--- config.mk ---
export PLATFORM = sky130hd
export DESIGN_NAME = ifetch_ctrl
export DESIGN_NICKNAME = d
export VERILOG_FILES = /design/src/rtl/ifetch_ctrl.sv
export SDC_FILE = /design/constraint.sdc
export NUM_CORES = 1
export LEC_CHECK = 0
export BUFFER_PORTS_ARGS = -buffer_cell sky130_fd_sc_hd__clkbuf_2
export CAP_MARGIN = 10
export CORE_MARGIN = 5
export CORE_UTILIZATION = 50
export CTS_CLUSTER_SIZE = 28
export DETAILED_ROUTE_END_ITERATION = 12
export PLACE_DENSITY = 0.74
export SKIP_LAST_GASP = 1
export SYNTH_ARGS = -nofsm -noshare
export SYNTH_HDL_FRONTEND = slang
export SYNTH_SLANG_ARGS = --single-unit
--- constraint.sdc ---
create_clock -name clk -period 7.3 [get_ports clk]
set_input_delay 2.19 -clock clk [delete_from_list [all_inputs] [get_ports clk]]
set_output_delay 2.19 -clock clk [all_outputs]
set_load 0.02 [all_outputs]
--- src/rtl/ifetch_ctrl.sv ---
// Instruction-fetch sequencer for a one-cycle synchronous-read ROM, feeding decode via a 2-entry buffer.
// Optional feature: define IFETCH_HALT_EN to stop fetching when HALT_WORD is pushed into the buffer.
module ifetch_ctrl #(
    parameter int                ADDR_W    = 8,
    parameter int                DATA_W    = 32,
    parameter logic [ADDR_W-1:0] RESET_PC  = '0,
    parameter logic [DATA_W-1:0] HALT_WORD = '1
) (
    input  logic              clk,
    input  logic              rst,
    input  logic              start,
    input  logic              redirect_valid,
    input  logic [ADDR_W-1:0] redirect_pc,
    output logic [ADDR_W-1:0] mem_addr,
    input  logic [DATA_W-1:0] mem_data,
    output logic              out_valid,
    output logic [DATA_W-1:0] out_instr,
    output logic [ADDR_W-1:0] out_pc,
    input  logic              out_ready,
    output logic              halted,
    output logic [1:0]        fsm_state
);

    typedef enum logic [1:0] {
        S_IDLE = 2'd0,
        S_RUN  = 2'd1,
        S_HALT = 2'd2
    } state_t;

    state_t            state;
    logic [ADDR_W-1:0] fptr;
    logic [ADDR_W-1:0] ifl_pc;
    logic              inflight;
    logic [1:0]        count;
    logic [DATA_W-1:0] buf_instr [2];
    logic [ADDR_W-1:0] buf_pc    [2];

    logic       pop;
    logic       push;
    logic       issue;
    logic [1:0] occupancy;

    // Handshake: the head transfers at a rising edge where out_valid and out_ready are both high;
    // out_valid never depends on out_ready, and the head stays stable until it transfers or a
    // redirect/reset flushes it.
    assign out_valid = (count != 2'd0);
    assign out_instr = buf_instr[0];
    assign out_pc    = buf_pc[0];
    assign mem_addr  = fptr;
    assign fsm_state = state;

    assign pop       = out_valid && out_ready;
    assign occupancy = count + {1'b0, inflight};
    // Slot 0 is always the head; an issue is allowed only when the word it fetches has a slot waiting.
    assign issue     = ((state == S_RUN) || ((state == S_IDLE) && start)) &&
                       ((occupancy <= 2'd1) || pop);

`ifdef IFETCH_HALT_EN
    logic push_is_halt;
    // Data returning while halted belongs to an issue made at the halt edge and is dropped.
    assign push         = inflight && (state != S_HALT);
    assign push_is_halt = push && (mem_data == HALT_WORD);
`else
    logic unused_halt_word;
    assign push             = inflight;
    assign halted           = 1'b0;
    assign unused_halt_word = ^HALT_WORD;
`endif

    always_ff @(posedge clk) begin
        if (rst) begin
            state        <= S_IDLE;
            fptr         <= RESET_PC;
            ifl_pc       <= '0;
            inflight     <= 1'b0;
            count        <= 2'd0;
            buf_instr[0] <= '0;
            buf_instr[1] <= '0;
            buf_pc[0]    <= '0;
            buf_pc[1]    <= '0;
`ifdef IFETCH_HALT_EN
            halted       <= 1'b0;
`endif
        end else if (redirect_valid) begin
            state    <= S_RUN;
            fptr     <= redirect_pc;
            inflight <= 1'b0;
            count    <= 2'd0;
`ifdef IFETCH_HALT_EN
            halted   <= 1'b0;
`endif
        end else begin
            inflight <= issue;
            if (issue) begin
                ifl_pc <= fptr;
                fptr   <= fptr + ADDR_W'(1);
            end
            if ((state == S_IDLE) && start) begin
                state <= S_RUN;
            end
            case ({push, pop})
                2'b10: begin
                    if (count == 2'd0) begin
                        buf_instr[0] <= mem_data;
                        buf_pc[0]    <= ifl_pc;
                    end else begin
                        buf_instr[1] <= mem_data;
                        buf_pc[1]    <= ifl_pc;
                    end
                    count <= count + 2'd1;
                end
                2'b01: begin
                    buf_instr[0] <= buf_instr[1];
                    buf_pc[0]    <= buf_pc[1];
                    count        <= count - 2'd1;
                end
                2'b11: begin
                    // Count is unchanged; the pushed word lands behind whatever remains.
                    if (count == 2'd1) begin
                        buf_instr[0] <= mem_data;
                        buf_pc[0]    <= ifl_pc;
                    end else begin
                        buf_instr[0] <= buf_instr[1];
                        buf_pc[0]    <= buf_pc[1];
                        buf_instr[1] <= mem_data;
                        buf_pc[1]    <= ifl_pc;
                    end
                end
                default: ;
            endcase
`ifdef IFETCH_HALT_EN
            if (push_is_halt) begin
                state  <= S_HALT;
                halted <= 1'b1;
            end
`endif
        end
    end

endmodule

==> impl_metrics.py <==
metrics = {
    "sta": {
        "fmax_mhz": 257,
        "max-slew-margin-rel": 0.255,
        "finalHoldViolCount": 0,
        "setup_violations": 0,
        "finalCriticalPeriod_ns": 3.90,
        "rsz0062_at_grt": "no",
        "skew_ns": 0.0114,
        "fin_crit_sh": 0.534,
        "setup_tns_ns": 0,
        "fin_ws_ns": 3.40,
        "maxSlewViolCount": 0,
        "worst_pin_slew_ns": 1.11,
    },
    "floorplan": {
        "core_area_um2": 8720,
        "dieArea_um2": 11000,
        "rows": 34,
        "ioPinCount": 97,
        "die_h_um": 105,
        "start_util": 0.514,
        "dieWidth_um": 105,
    },
    "placed_design": {
        "gp_congestion": 0.757,
        "post-place-ws_ns": 3.00,
        "io_buffers": 94,
        "dp_hpwl_um": 5360,
    },
    "route": {
        "via_count": 2721,
        "first_pass_iters": 4,
        "drc": 0,
        "drtIter0Drc": 96,
        "via_per_inst": 5.37,
        "ant_nets": 0,
        "avgRoutedWirePerCell_um": 15.9,
        "drt_wl_total_um": 8050,
    },
    "clocking": {
        "cts_max_level": 3,
        "ctsResizeCount": 0,
        "cts_made_buffers": 9,
        "cts_hold_buf": 0,
        "clock_sinks": 100,
        "cts_tree": "built",
        "post_cts_buffers": 0,
        "clock_latency_ns": 0.36,
        "cts_root_buf": "clkbuf_8",
        "clk_path_buf_depth": 2,
        "clkTransAtPathRegs_ns": 0.10,
    },
    "logic_synthesis": {
        "postSynthCellCount": 351,
        "synth_edf_count": 80,
        "yosys.area_share.adder": 0.0167,
        "synth_xor_area_frac": 0.00391,
        "syn_avg_cell_area_um2": 12.8,
        "ys_ff_latch": 100,
        "async_flop_share": 0,
        "synth_top_family_by_area": "compound AO/OA/AOI/OAI gates",
        "synthSimpleGateAreaFrac": 0.114,
        "yosys_warnings": 0,
        "synthesis.area_um2": 4490,
        "synth_flop_cell": "edfxtp_1",
        "synth.distinct_cells": 38,
        "synth_compound_area_frac": 0.142,
        "synth_mux_area_frac": 0.00223,
        "seq_area_frac_synth": 0.625,
    },
    "critical_path": {
        "end_kind": "register",
        "worst_ep_arrival_time_ns": 4.12,
        "start_kind": "input pin",
        "cp_max_fo": 40,
        "critPathRequiredTime_ns": 7.52,
        "critPathKind": "in2reg",
    },
    "cells_and_area": {
        "nets": 445,
        "drive_gt1_frac": 0.293,
        "final_common_cell": "clkbuf_2",
        "area_delta_synth_final_pct": 9.60,
        "final_cell_mix": "clkbuf_2, edfxtp_1, and2_1, a22o_1, dfxtp_1",
        "diodes": 0,
    },
    "pwr": {
        "power_density_nw_per_um2": 225,
        "power_mw": 1.11,
        "switchingPower_mw": 0.291,
        "pwr-share-clk": 0.295,
        "pwr-share-seq": 0.600,
        "p_leak_nw": 1.98,
        "power_switching_share": 0.263,
        "combPwrFrac": 0.105,
        "p_int_mw": 0.817,
        "ir_drop_mv": 0.0864,
    },
    "run_status": {
        "status": "finished clean",
    },
    "grt": {
        "track_usage": 0.148,
        "grt_pass1_wl_um": 13300,
        "grt_overflow": 0,
        "grt_pass1_vias": 2736,
        "grt_max_degree": 41,
        "grt_antenna_before_repair": 0,
    },
    "job": {
        "drv_cap": 0,
    },
    "hold_path": {
        "holdCritPathClass": "reg2reg",
    },
}
==> per-layer routing <==
metal / wire length (um) / GRT usage
met1: 3510 / 0.189
met2: 3950 / 0.247
met3: 462 / 0.0382
met4: 133 / 0.0502
met5: 0 / 0
==> layout make-up <==
class	count	area (um2)
clock buffer	9	124
fill	703	3800
clock inverter	7	61.3
tap	108	135
inverter	6	22.5
timing repair buffer	95	482
sequential	100	2800
multi-input combinational	182	1290
==> critical path, cell delays in order <==
cell,delay (ns)
clkbuf_2,0.07
nor2b_1,0.24
ha_1,0.34
nand2b_1,0.14
a21oi_4,0.84
a22o_1,0.28
==> final timing paths <==
path | startpoint | endpoint | slack (ns) | depth (start not counted)
max | out_ready | buf_instr[0][6]$_DFFE_PP_ | 3.40 | 6
min | ifl_pc[1]$_SDFFE_PP0P_ | ifl_pc[1]$_SDFFE_PP0P_ | 0.49 | 2
max reg2reg | count[0]$_SDFFE_PP0P_ | buf_instr[0][6]$_DFFE_PP_ | 4.59 | 7
min reg2reg | ifl_pc[1]$_SDFFE_PP0P_ | ifl_pc[1]$_SDFFE_PP0P_ | 0.49 | 2
==> synthesized netlist by cell type, drive strengths merged, types with 3 or more instances <==
cell type | count | area (um2)
o21bai | 4 | 30.0
ha | 6 | 75.1
nand2b | 4 | 25.0
or2 | 3 | 18.8
a311oi | 4 | 35.0
nor2 | 10 | 37.5
o21ai | 9 | 45.0
a22o | 40 | 350
edfxtp | 80 | 2400
inv | 6 | 22.5
buf | 45 | 337
a21oi | 11 | 55.1
o31ai | 7 | 52.6
nand3 | 4 | 20.0
a31oi | 3 | 18.8
or3 | 7 | 43.8
and2 | 40 | 250
clkbuf | 19 | 71.3
dfxtp | 20 | 400
nand4 | 9 | 56.3
nor3 | 4 | 20.0
==> kinds of logic after synthesis <==
| logic type | Yosys count |
|---|---|
| xor+xnor | 2 |
| fa+ha+maj | 6 |
| simple gates | 87 |
| flops | 100 |
| mux | 1 |
| compound gates | 84 |
| buf+inv | 70 |
| other cells | 1 |
==> power by group through the flow <==
stage | clock [mW] | combinational, mW | sequential (mW)
after global placement | 0 | 0.114 | 0.677
after floorplan | 0 | 0.0889 | 0.679
after CTS | 0.333 | 0.117 | 0.665
after detailed placement | 0 | 0.117 | 0.679
after global routing | 0.359 | 0.127 | 0.669
final | 0.327 | 0.116 | 0.665
==> registers in the layout, indices dropped and copies added, names as in the netlist <==
register / cells
buf_instr: 64
fsm_state: 1
buf_pc: 16
ifl_pc: 8
mem_addr: 8
inflight: 1
count: 2
==> stage by stage <==
| stage | instances | cell area [um2] | util | hold slack, ns |
|---|---|---|---|---|
| 2_1_floorplan | 352 | 4490 | - | 0.456 |
| 3_3_place_gp | 490 | 4720 | 0.541 | 0.474 |
| 3_5_place_dp | 490 | 4720 | 0.541 | 0.479 |
| 4_1_cts | 506 | 4900 | 0.562 | 0.494 |
| 5_1_grt | 507 | 4920 | 0.564 | 0.520 |
| 6_report | 507 | 4920 | 0.564 | 0.489 |
Power figures use the tool's default switching activity.
